==> config.mk <==
export PLATFORM = sky130hd
export DESIGN_NAME = intf_array_rr_arb
export DESIGN_NICKNAME = d
export VERILOG_FILES = /design/src/rtl/intf_array_rr_arb.sv
export SDC_FILE = /design/constraint.sdc
export NUM_CORES = 1
export LEC_CHECK = 0
export ABC_AREA = 1
export BUFFER_PORTS_ARGS = -buffer_cell sky130_fd_sc_hd__buf_2
export CAP_MARGIN = 20
export CORE_MARGIN = 5
export CORE_UTILIZATION = 45
export CTS_CLUSTER_SIZE = 28
export DETAILED_ROUTE_END_ITERATION = 8
export PLACE_DENSITY_LB_ADDON = 0.25
export SLEW_MARGIN = 10
export SYNTH_ARGS = -nofsm -noshare
export SYNTH_HDL_FRONTEND = slang
export SYNTH_SLANG_ARGS = --single-unit
==> constraint.sdc <==
create_clock -name clk -period 4.3 [get_ports clk]
set_input_delay 0.645 -clock clk [delete_from_list [all_inputs] [get_ports clk]]
set_output_delay 0.645 -clock clk [all_outputs]
set_load 0.01 [all_outputs]
==> src/rtl/intf_array_rr_arb.sv <==
//------------------------------------------------------------------------------
// intf_array_rr_arb
//   N-channel round-robin arbiter merging NCH valid/ready streams into a single
//   registered output beat. Optional packet lock: INTF_ARB_PKT_LOCK_EN.
// Revision: 1.0 - initial release
//------------------------------------------------------------------------------
`default_nettype none

module intf_array_rr_arb #(
  parameter  int NCH = 4,
  parameter  int DW  = 8,
  localparam int CW  = (NCH > 1) ? $clog2(NCH) : 1
) (
  input  logic              clk,
  input  logic              rst_n,
  input  logic [NCH-1:0]    in_valid,
  input  logic [NCH*DW-1:0] in_data,
  input  logic [NCH-1:0]    in_last,
  output logic [NCH-1:0]    in_ready,
  output logic              out_valid,
  output logic [DW-1:0]     out_data,
  output logic [CW-1:0]     out_chan,
  input  logic              out_ready
);

  typedef enum logic [0:0] {
    ST_EMPTY = 1'b0,
    ST_FULL  = 1'b1
  } state_t;

  localparam logic [CW:0]   NCH_W  = (CW+1)'(NCH);
  localparam logic [CW-1:0] LAST_CH = CW'(NCH - 1);

  state_t          state_q;
  logic [DW-1:0]   out_data_q;
  logic [CW-1:0]   out_chan_q;
  logic [CW-1:0]   ptr_q;

  logic            w_load;
  logic            w_found;
  logic            w_xfer;
  logic [NCH-1:0]  w_grant;
  logic [CW-1:0]   w_gidx;
  logic [CW-1:0]   w_ptr_nxt;
  logic [DW-1:0]   w_sel_data;
  logic [DW-1:0]   w_masked [NCH];

`ifdef INTF_ARB_PKT_LOCK_EN
  logic            lock_q;
`else
  logic            w_unused_last;
  assign w_unused_last = ^in_last;
`endif

  assign w_load = (state_q == ST_EMPTY) || out_ready;

  // Rotating-priority search starting at ptr_q; first valid channel wins.
  always_comb begin
    logic [CW:0] idx;
    w_grant = '0;
    w_gidx  = '0;
    w_found = 1'b0;
    idx     = '0;
    for (int k = 0; k < NCH; k++) begin
      idx = {1'b0, ptr_q} + (CW+1)'(k);
      if (idx >= NCH_W) begin
        idx = idx - NCH_W;
      end
      if (!w_found && in_valid[idx[CW-1:0]]) begin
        w_found                 = 1'b1;
        w_gidx                  = idx[CW-1:0];
        w_grant[idx[CW-1:0]]    = 1'b1;
      end
    end
`ifdef INTF_ARB_PKT_LOCK_EN
    // While a packet is open only its source may be granted, even if idle.
    // out_chan_q always holds the channel of the most recent transfer.
    if (lock_q) begin
      w_grant             = '0;
      w_gidx              = out_chan_q;
      w_found             = in_valid[out_chan_q];
      w_grant[out_chan_q] = in_valid[out_chan_q];
    end
`endif
  end

  assign w_xfer    = w_found && w_load;
  assign in_ready  = w_grant & {NCH{w_load}};
  assign w_ptr_nxt = (w_gidx == LAST_CH) ? '0 : w_gidx + 1'b1;

  // Masking by grant keeps unsampled (possibly X) channel data off the mux.
  for (genvar i = 0; i < NCH; i++) begin : g_ch
    assign w_masked[i] = in_data[i*DW +: DW] & {DW{w_grant[i]}};
  end

  always_comb begin
    w_sel_data = '0;
    for (int i = 0; i < NCH; i++) begin
      w_sel_data = w_sel_data | w_masked[i];
    end
  end

  always_ff @(posedge clk or negedge rst_n) begin
    if (!rst_n) begin
      state_q    <= ST_EMPTY;
      out_data_q <= '0;
      out_chan_q <= '0;
      ptr_q      <= '0;
`ifdef INTF_ARB_PKT_LOCK_EN
      lock_q     <= 1'b0;
`endif
    end else if (w_load) begin
      if (w_xfer) begin
        state_q    <= ST_FULL;
        out_data_q <= w_sel_data;
        out_chan_q <= w_gidx;
`ifdef INTF_ARB_PKT_LOCK_EN
        if (in_last[w_gidx]) begin
          lock_q <= 1'b0;
          ptr_q  <= w_ptr_nxt;
        end else begin
          lock_q <= 1'b1;
        end
`else
        ptr_q      <= w_ptr_nxt;
`endif
      end else begin
        state_q <= ST_EMPTY;
      end
    end
  end

  assign out_valid = (state_q == ST_FULL);
  assign out_data  = out_data_q;
  assign out_chan  = out_chan_q;

endmodule

`default_nettype wire

==> impl_results.md, run 1 <==
* Drt first-iter violations at 44
* Initial core utilization at 47.20%
* Layout cells sized above 1 at 29.55%
* Critical Path Fanout Max at 10
* Leading area contributor after synthesis: dfrtp_1
* Fin. max-slew vios at 0
* Root Buffer: clkbuf_4
* Max Clock Skew at 0.005802 ns
* # port buffers at 53
* CP Launch Type: flop
* Simple-gate share of the synthesized area at 53.87%
* Synth Area in Compound Gates at 6.257%
* Main combinational cell family by area after synthesis: simple AND/OR/NAND/NOR gates
* Nets@finish at 297
* Setup_tns at 0 ns
* HPWL after detailed placement at 2.512 mm
* Top cells by area, synth: dfrtp_1 28%, nand2_1 26%, nor2_1 9.2%, nand3_1 6.8%, ha_1 6.4%
* DR vias at 1,326
* GRT Overall Usage at 16.90%
* TritonCTS clock tree: built
* Slowest stage delay, CP at 0.55 ns
* Wire per inst at 10.75 um
* Post-CTS Repair Setup Buffers at 0
* Post-synthesis mux area share at 0%
* Worst Max-Slew Pin Slew at 0.3534 ns
* Asr flop ratio synth at 100.0%
* RSZ-0062 raised after global routing: false
* Final WL at 2.979 mm
* Area Overhead vs Synth at 26.94%
* Sinks on Clock Net at 13
* Fill cells at 262
* Hold WS at 0.2338 ns
* Maximum VDD drop at 0.5074 mV
* Commonest cells post-synth: 82 x nand2_1, 29 x nor2_1, 16 x nand3_1, 13 x dfrtp_1, 13 x inv_1
* Total gr overflow at 0
* Worst Path Buf+Inv at 4
* Vias in the first global route at 1,148
* IO Pins at 58
* Status: finished clean
* Horiz. Die Dim at 61.21 um
* GP Congestion at 0.8550
* Vias per cell at 4.787
* Post-Synth XOR/XNOR Area at 0%
* FMAX at 0.3141 GHz
* Htree depth at 1
* Synthesized instance count at 191
* Drt drc at 0
* Pwr per Cell Area at 886.4 nW/um^2
* CP cell instances: inv_2 > ha_1 > inv_1 > nand3_1 > nand2_2 > nor2_2 > nand2_1 > nand2_1 > a21oi_1 > nand2_2 > nand2_1 > inv_1 > buf_2
* Core Rows at 18
* Min-Delay Path Class: primary input to async pin
* First-pass GRT wire length at 4.850 mm
* Warnings from Yosys at 0
* CP endpoint kind: output port
* Max_slew headroom at 76.44%
* Crit-path leading delay family: simple AND/OR/NAND/NOR gates
* Most frequent cell after synthesis: nand2_1
* Fin. Hold Viols at 0
* Sequential share of the synthesized area at 27.57%
* Count of cell types in the netlist at 20
* DRT Pass-1 Iters at 4
* Hold_buf cts at 0
* Final period util at 74.05%
* Synth Register Bits at 13
* Post-route ant nets at 0
* CORE AREA at 2500 sq um
* Maxcap violations at 0
* Final min period at 3.184 ns
* EDFF count, synth at 0
* Path type of the worst setup path: flop to output port
* Multi-input logic area at 784.5 sq um
* Die Ht at 61.21 um
* ANT cells at 0
* Mean Syn Cell Area at 6.177 sq um
* Clk_lat worst skew at 0.27 ns
* Pleak at 0.0008876 uW
* Total CTS buffers at 3
* Largest net degree at the start of global routing at 18
* FF/Latch Area at 325.3 sq um
* Worst path arrival time at 2.54 ns
* Slowest-stage cell, CP: dfrtp_1
* Post_cts resized at 0
* Primary FF master, synth: dfrtp_1
* Clock buffer depth at 2
* Syn Nets at 240
* Synth top area share at 27.57%
* Initial antenna violation count at 0
* Synth Area in Adders at 6.363%
* Setup Viol. Count Final at 0
* Most frequent cell on the critical path: nand2_1
* Die area at 3746 sq um
* Worst-path clk slew at 0.08 ns
* Worst EP required at 3.65 ns
* Synth Cell Area at 1180 sq um
==> state kept, by name (all words and copies together) (netlist names), named ones only <==
signal	cells
ptr_q	1
out_data	8
out_chan	2
out_valid	1
==> report_power, final <==
group          internal [uW]  leakage (uW)  total [uW]  switching (uW)
Clock                   35.9     0.0000150        72.4            36.5
Sequential               192      0.000152         242            49.4
Combinational            348      0.000721        1010             666
==> path summary, 6_finish.rpt <==
kind / endpoint / slack [ns] / depth (start not counted)
worst max-delay path: in_ready[3] / 1.12 / 13
worst min-delay path: out_data[6] / 0.23 / 1
worst max register to register: out_data[0] / 1.81 / 12
worst min register to register: out_chan[0] / 0.50 / 2
max in group asynchronous: async pin / 3.85 / 1
min in group clk: out_chan[0] / 0.50 / 2
==> cell type report <==
cell class / instances / share of cell area [%]
multi-input combinational: 162 / 52.38
clock buffer: 4 / 1.754
timing repair buffer: 53 / 17.71
inverter: 15 / 3.926
tap: 30 / 2.506
sequential: 13 / 21.72
==> through the flow <==
step | total power (uW) | std cells | setup WS [ns] | area [sq um] | util, %
floorplan | 998.4 | 191 | 1.850 | 1180 | -
global placement | 1240 | 273 | 1.437 | 1471 | 58.86
detailed placement | 1261 | 273 | 1.449 | 1471 | 58.86
CTS | 1335 | 277 | 1.136 | 1498 | 59.91
global route | 1503 | 277 | 0.9073 | 1498 | 59.91
finish | 1328 | 277 | 1.116 | 1498 | 59.91
==> routing by layer <==
layer  share of wire (%)  vias to the layer above  GRT usage (%)
met5                   0                        -              0
met4                 1.3                        0          7.121
met3                 7.6                        4          2.516
met2                  43                       46          26.13
met1                  48                      558          23.40
li1                    -                      718              -
==> logic make-up (layout without fill, tap and decap cells) <==
| kind of cell | count (synthesis) | after routing |
|---|---|---|
| AOI/OAI and AO/OA | 12 | 12 |
| adders and majority gates | 6 | 6 |
| buffers and inverters | 16 | 72 |
| DFF | 13 | 13 |
| and+or+nand+nor | 144 | 144 |
==> layout by cell type (no fill, tap or decap) <==
master,count
dfrtp_1,13
ha_1,6
clkbuf_4,3
nand3_2,6
nand2_4,1
a21boi_0,3
nor2_4,1
nor2_2,2
inv_1,13
nor2_1,29
buf_2,53
inv_4,1
nand2_2,4
o21ai_0,3
nand4_1,3
inv_2,1
nand2_1,82
a21oi_1,4
nand3_1,16
clkbuf_1,1
a31o_2,1
a21boi_1,1
(Power assumes the default switching activity.)
==> inputs of run 2 (changes only) <==
Clock period 4.3 ns to 3.02 ns, I/O delays scaled along.
==> run 2 against run 1 <==
  * Die area unchanged
  * Critical path depth unchanged
  * Setup slack got worse by 0.86 ns
  * Count of clock-buffer cells in the layout unchanged
  * Cell area increased by 1.0%
  * Total power increased by 44%
  * Flip-flop and latch count unchanged
  * Critical endpoint unchanged
  * Largest cell class unchanged
  * Largest power group unchanged
==> impl_results.md, run 2 (synthesis gave the netlist of run 1 again) <==
* Total gr overflow at 0
* Worst path arrival time at 2.32 ns
* Setup_tns at 0 ns
* HPWL after detailed placement at 2.524 mm
* Final min period at 2.768 ns
* GP Congestion at 0.8071
* Nets@finish at 299
* Wire per inst at 10.96 um
* Status: finished clean
* Setup Viol. Count Final at 0
* Drt drc at 0
* TritonCTS clock tree: built
* Flop pwr share at 16.6%
* Vias per cell at 4.756
* Htree depth at 1
* CP cell instances: inv_1 > ha_1 > inv_1 > nand3_1 > nand2_2 > nor2_2 > nand2_1 > nand2_1 > a21oi_1 > nand2_2 > nand2_1 > inv_1 > buf_2
* Path type of the worst setup path: flop to output port
* Largest net degree at the start of global routing at 18
* Layout cells sized above 1 at 30.12%
* CP endpoint kind: output port
* Vias in the first global route at 1,178
* Pleak at 0.0008973 uW
* CP Launch Type: flop
* First-pass GRT wire length at 4.857 mm
* ANT cells at 0
* Worst EP required at 2.57 ns
* Die Ht at 61.21 um
* Post-CTS Repair Setup Buffers at 0
* Clock buffer depth at 2
* Most common cell after layout, fill and taps aside: nand2_1
* Hold_buf cts at 0
* Total CTS buffers at 3
* Logic pwr share at 78.0%
* Internal power at 837.3 uW
* Max Clock Skew at 0.002579 ns
* RSZ-0062 raised after global routing: false
* Die area at 3746 sq um
* Worst Max-Slew Pin Slew at 0.3238 ns
* Critical Path Fanout Max at 9
* Maxcap violations at 0
* DR vias at 1,327
* Pwr per Cell Area at 1264 nW/um^2
* Core Rows at 18
* Initial core utilization at 47.20%
* Fin worst setup slack at 0.2515 ns
* Initial antenna violation count at 0
* Final Util at 60.51%
* Drt first-iter violations at 41
* Sw Share at 56.21%
* Fin. Hold Viols at 0
* Post-route ant nets at 0
* Dpl ws at 0.5783 ns
* Final period util at 91.67%
* Final WL at 3.057 mm
* Area Overhead vs Synth at 28.21%
* Horiz. Die Dim at 61.21 um
* Clock power frac at 5.4%
* Post_cts resized at 0
* Slowest stage delay, CP at 0.41 ns
* Maximum VDD drop at 0.6751 mV
* Slowest-stage cell, CP: ha_1
* IO Pins at 58
* Min-Delay Path Class: primary input to async pin
* Max_slew headroom at 78.36%
* Number of flip-flops in the largest register at 8
* Total power at 1912 uW
* CORE AREA at 2500 sq um
* Fin. max-slew vios at 0
* Fill cells at 267
* P_sw at 1075 uW
* Sinks on Clock Net at 13
* Clk_lat worst skew at 0.27 ns
* FMAX at 0.3612 GHz
* GRT Overall Usage at 16.80%
* Worst-path clk slew at 0.07 ns
* # port buffers at 53
* Commonest cells after routing, fill and taps aside: 82 x nand2_1, 53 x buf_2, 29 x nor2_1
* Root Buffer: clkbuf_4
* DRT Pass-1 Iters at 4
-- run 2: changes by cell type in the layout (fill, tap and decap cells not counted) --
| cell | previous run | this run |
|---|---|---|
| buf_4 | 0 | 2 |
-- run 2: critical path: cells and delay by family, from the launching register on --
family	cells	cell delay [ns]
DFF	1	0.36
buffers and inverters	4	0.41
AOI/OAI and AO/OA	1	0.05
adders and majority gates	1	0.41
and+or+nand+nor	7	0.81
-- run 2: final timing paths --
kind | startpoint | depth (start not counted) | endpoint | slack, ns
max in group asynchronous | rst_n | 1 | out_data[3] | 2.76
min | rst_n | 1 | out_chan[1] | 0.05
max reg2reg | ptr_q[1] | 12 | out_data[0] | 0.75
max | ptr_q[1] | 13 | in_ready[3] | 0.25
min in group clk | out_chan[1] | 2 | out_chan[1] | 0.48
min reg2reg | out_chan[1] | 2 | out_chan[1] | 0.48
-- run 2: metrics by stage --
| step | cell area (sq um) | hold slack [ns] | std cells |
|---|---|---|---|
| finish | 1513 | 0.04739 | 279 |
| global route | 1513 | 0.05991 | 279 |
| CTS | 1513 | 0.05075 | 279 |
| detailed placement | 1486 | 0.3458 | 275 |
| global placement | 1486 | 0.3456 | 275 |
| floorplan | 1180 | 0.1574 | 191 |
-- run 2: final cells by class --
| type | count | area (sq um) | share of cell area (%) |
|---|---|---|---|
| multi-input combinational | 162 | 784.5 | 51.86 |
| tap | 30 | 37.54 | 2.481 |
| timing repair buffer | 55 | 280.3 | 18.53 |
| clock buffer | 4 | 26.28 | 1.737 |
| sequential | 13 | 325.3 | 21.51 |
| inverter | 15 | 58.81 | 3.888 |
-- run 2: metal layers --
| metal | GRT usage [%] | wire, um | vias up |
|---|---|---|---|
| met5 | 0 | 0 | - |
| met4 | 6.192 | 38 | 0 |
| met3 | 3.354 | 221 | 4 |
| met2 | 26.74 | 1375 | 36 |
| met1 | 22.45 | 1421 | 568 |
| li1 | - | - | 719 |
-- run 2: power by group through the flow --
stage          logic, uW  registers (uW)  clock network, uW
2_1_floorplan       1050             374                  0
3_3_place_gp        1470             320                  0
3_5_place_dp        1490             322                  0
4_1_cts             1490             319                107
5_1_grt             1710             327                116
6_report            1490             318                103
==> inputs of run 3 (changes only) <==
Settings changed: ABC_AREA 1 to 0.
==> run 3 against run 2 <==
  * Sequential power is 8.2% lower
  * Count of clock-buffer cells in the layout stayed put
  * Global-route usage is 4.0 points higher
  * Sequential share of layout area is 4.1 points lower
  * Area after synthesis is 25% higher
  * Worst hold slack worse by 0.010 ns
  * Critical endpoint is now in_ready[1]
  * Utilization is 0.43 points lower
  * Total power is 8.4% higher
  * Via count is 29% higher
==> impl_results.md, run 3 <==
* Synth Register Bits at 13
* EDFF count, synth at 0
* Sequential share of the synthesized area at 22.00%
* Wire per inst at 16.26 um
* Asr flop ratio synth at 100.0%
* # port buffers at 53
* R2R cell count at 7
* Post-route ant nets at 0
* CP Launch Type: flop
* Total power at 2073 uW
* Fin. max-slew vios at 0
* Worst path arrival time at 2.41 ns
* Clock buffer depth at 2
* Final Instance Area at 1864 sq um
* CP endpoint kind: output port
* Post-synthesis mux area share at 11.17%
* Synthesized instance count at 182
* Critical Path Fanout Max at 20
* Number of flip-flops in the largest register at 8
* Vias in the first global route at 1,560
* Maxcap violations at 0
* Warnings from Yosys at 0
* Simple-gate share of the synthesized area at 18.61%
* Final WL at 4.586 mm
* FF/Latch Area at 325.3 sq um
* Top cells by area, synth: dfrtp_1 22%, a22oi_1 13%, a221oi_1 5.3%, ha_1 5.1%, nand2_1 5.1%
* IO Pins at 58
* Post-Synth XOR/XNOR Area at 0.5922%
* Path type of the worst setup path: flop to output port
* Primary FF master, synth: dfrtp_1
* Slowest-stage cell, CP: mux4_2
* Post-DP Area at 1803 sq um
* Total gr overflow at 0
* Non-Filler Instances at 282
* Most common cell after layout, fill and taps aside: buf_2
* Status: finished clean
* Synth top area share at 22.00%
* Fin. Hold Viols at 0
* Synth Area in Adders at 5.076%
* Area Overhead vs Synth at 26.06%
* Pleak at 0.0008516 uW
* Dpl cells at 274
* CORE AREA at 3103 sq um
* Setup_tns at 0 ns
* Largest net degree at the start of global routing at 21
* Commonest cells after routing, fill and taps aside: 53 x buf_2, 26 x a22oi_1, 20 x nor2_1, 20 x nand2_1, 14 x buf_4
* Nets@finish at 288
* Syn Nets at 231
* Root Buffer: clkbuf_4
* FMAX at 0.3493 GHz
* Min-Delay Path Class: primary input to async pin
* Multi-input logic area at 1069 sq um
* Final min period at 2.863 ns
* GRT Overall Usage at 20.81%
* Worst-path clk slew at 0.10 ns
* Die area at 4533 sq um
* Horiz. Die Dim at 67.33 um
* Core Rows at 20
* Total CTS buffers at 3
* Pwr per Cell Area at 1112 nW/um^2
* Htree depth at 1
* Synth Area in Compound Gates at 36.46%
* Drt drc at 0
* Max Clock Skew at 0.006729 ns
* Count of cell types in the netlist at 42
* Initial core utilization at 47.66%
* Initial antenna violation count at 0
* Synth Cell Area at 1479 sq um
* TritonCTS clock tree: built
* Leading area contributor after synthesis: dfrtp_1
* Mean Syn Cell Area at 8.126 sq um
* Final period util at 94.80%
* GP Congestion at 0.8655
* Fill cells at 324
* Clk_lat worst skew at 0.29 ns
* Setup Viol. Count Final at 0
* DRT Pass-1 Iters at 4
* Commonest cells post-synth: 26 x a22oi_1, 20 x nand2_1, 20 x nor2_1, 13 x dfrtp_1, 10 x a21oi_1
* Max_slew headroom at 49.50%
* DR vias at 1,708
* FF-to-FF End: out_data[4]
* ANT cells at 0
* R2R setup slack at 0.70 ns
* Worst Max-Slew Pin Slew at 0.7560 ns
* Drt first-iter violations at 220
* CP cell instances: buf_4 > mux4_2 > a221oi_1 > nor2_2 > a21oi_1 > nor2_1 > buf_2
* First-pass GRT wire length at 7.203 mm
* Most frequent cell after synthesis: a22oi_1
* HPWL after detailed placement at 3.359 mm
* Die Ht at 67.33 um
* Hold_buf cts at 0
* Slowest stage delay, CP at 0.64 ns
* Main combinational cell family by area after synthesis: compound AO/OA/AOI/OAI gates
* Layout cells sized above 1 at 36.55%
* Maximum VDD drop at 0.5876 mV
* Vias per cell at 6.057
* Worst EP required at 2.57 ns
* RSZ-0062 raised after global routing: false
* Sinks on Clock Net at 13
## run 3: logic make-up after synthesis
group,count (synthesis)
AOI/OAI and AO/OA,72
and+or+nand+nor,58
buffers and inverters,20
DFF,13
muxes,12
adders and majority gates,6
xor gates and xnor gates,1
## run 3: critical path: cells and delay by family (launching register included)
kind,cells,cell delay (ns)
compound gates,2,0.51
buf+inv,2,0.43
flops,1,0.36
mux,1,0.64
simple gates,2,0.18
## run 3: worst max path at each step
| stage | slack, ns | to | start |
|---|---|---|---|
| final | 0.16 | in_ready[1] | flop |
| after global routing | 0.02 | in_ready[1] | flop |
| after CTS | 0.06 | in_ready[1] | flop |
| after detailed placement | 0.40 | in_ready[1] | in_valid[2] |
| after global placement | 0.40 | in_ready[1] | in_valid[2] |
| after floorplan | 0.23 | in_ready[0] | flop |
## run 3: per-stage QoR
stage	util (%)	setup slack [ns]	hold WS, ns
final	60.08	0.1569	0.03704
after global routing	60.08	0.02268	0.04836
after CTS	58.95	0.06049	0.03537
after detailed placement	58.10	0.4037	0.3669
after global placement	58.10	0.3953	0.3636
after floorplan	-	0.2306	0.1574
## run 3: metal layers
metal / GRT usage, % / vias to the layer above / part of all wire [%]
met5: 0 / - / 0
li1: - / 813 / -
met1: 26.52 / 807 / 39
met3: 2.829 / 6 / 9.9
met2: 36.32 / 82 / 49
met4: 6.076 / 0 / 1.3
## run 3: where the power goes
| part | switching, uW | internal (uW) |
|---|---|---|
| Clock | 71.2 | 51.4 |
| Sequential | 35.4 | 256 |
| Combinational | 923 | 736 |
| Total | 1030 | 1040 |
## run 3: cell type report
type	count	share of cell area [%]
multi-input cells	149	57.32
clock buffers	4	1.409
inverters	5	1.007
well taps	44	2.953
repair buffers	67	19.87
flip-flops and latches	13	17.45
## run 3: what timing repair did
action	4_1_cts	5_1_grt
setup endpoints to repair	0	4
gates resized for setup	0	1
buffers inserted	0	4
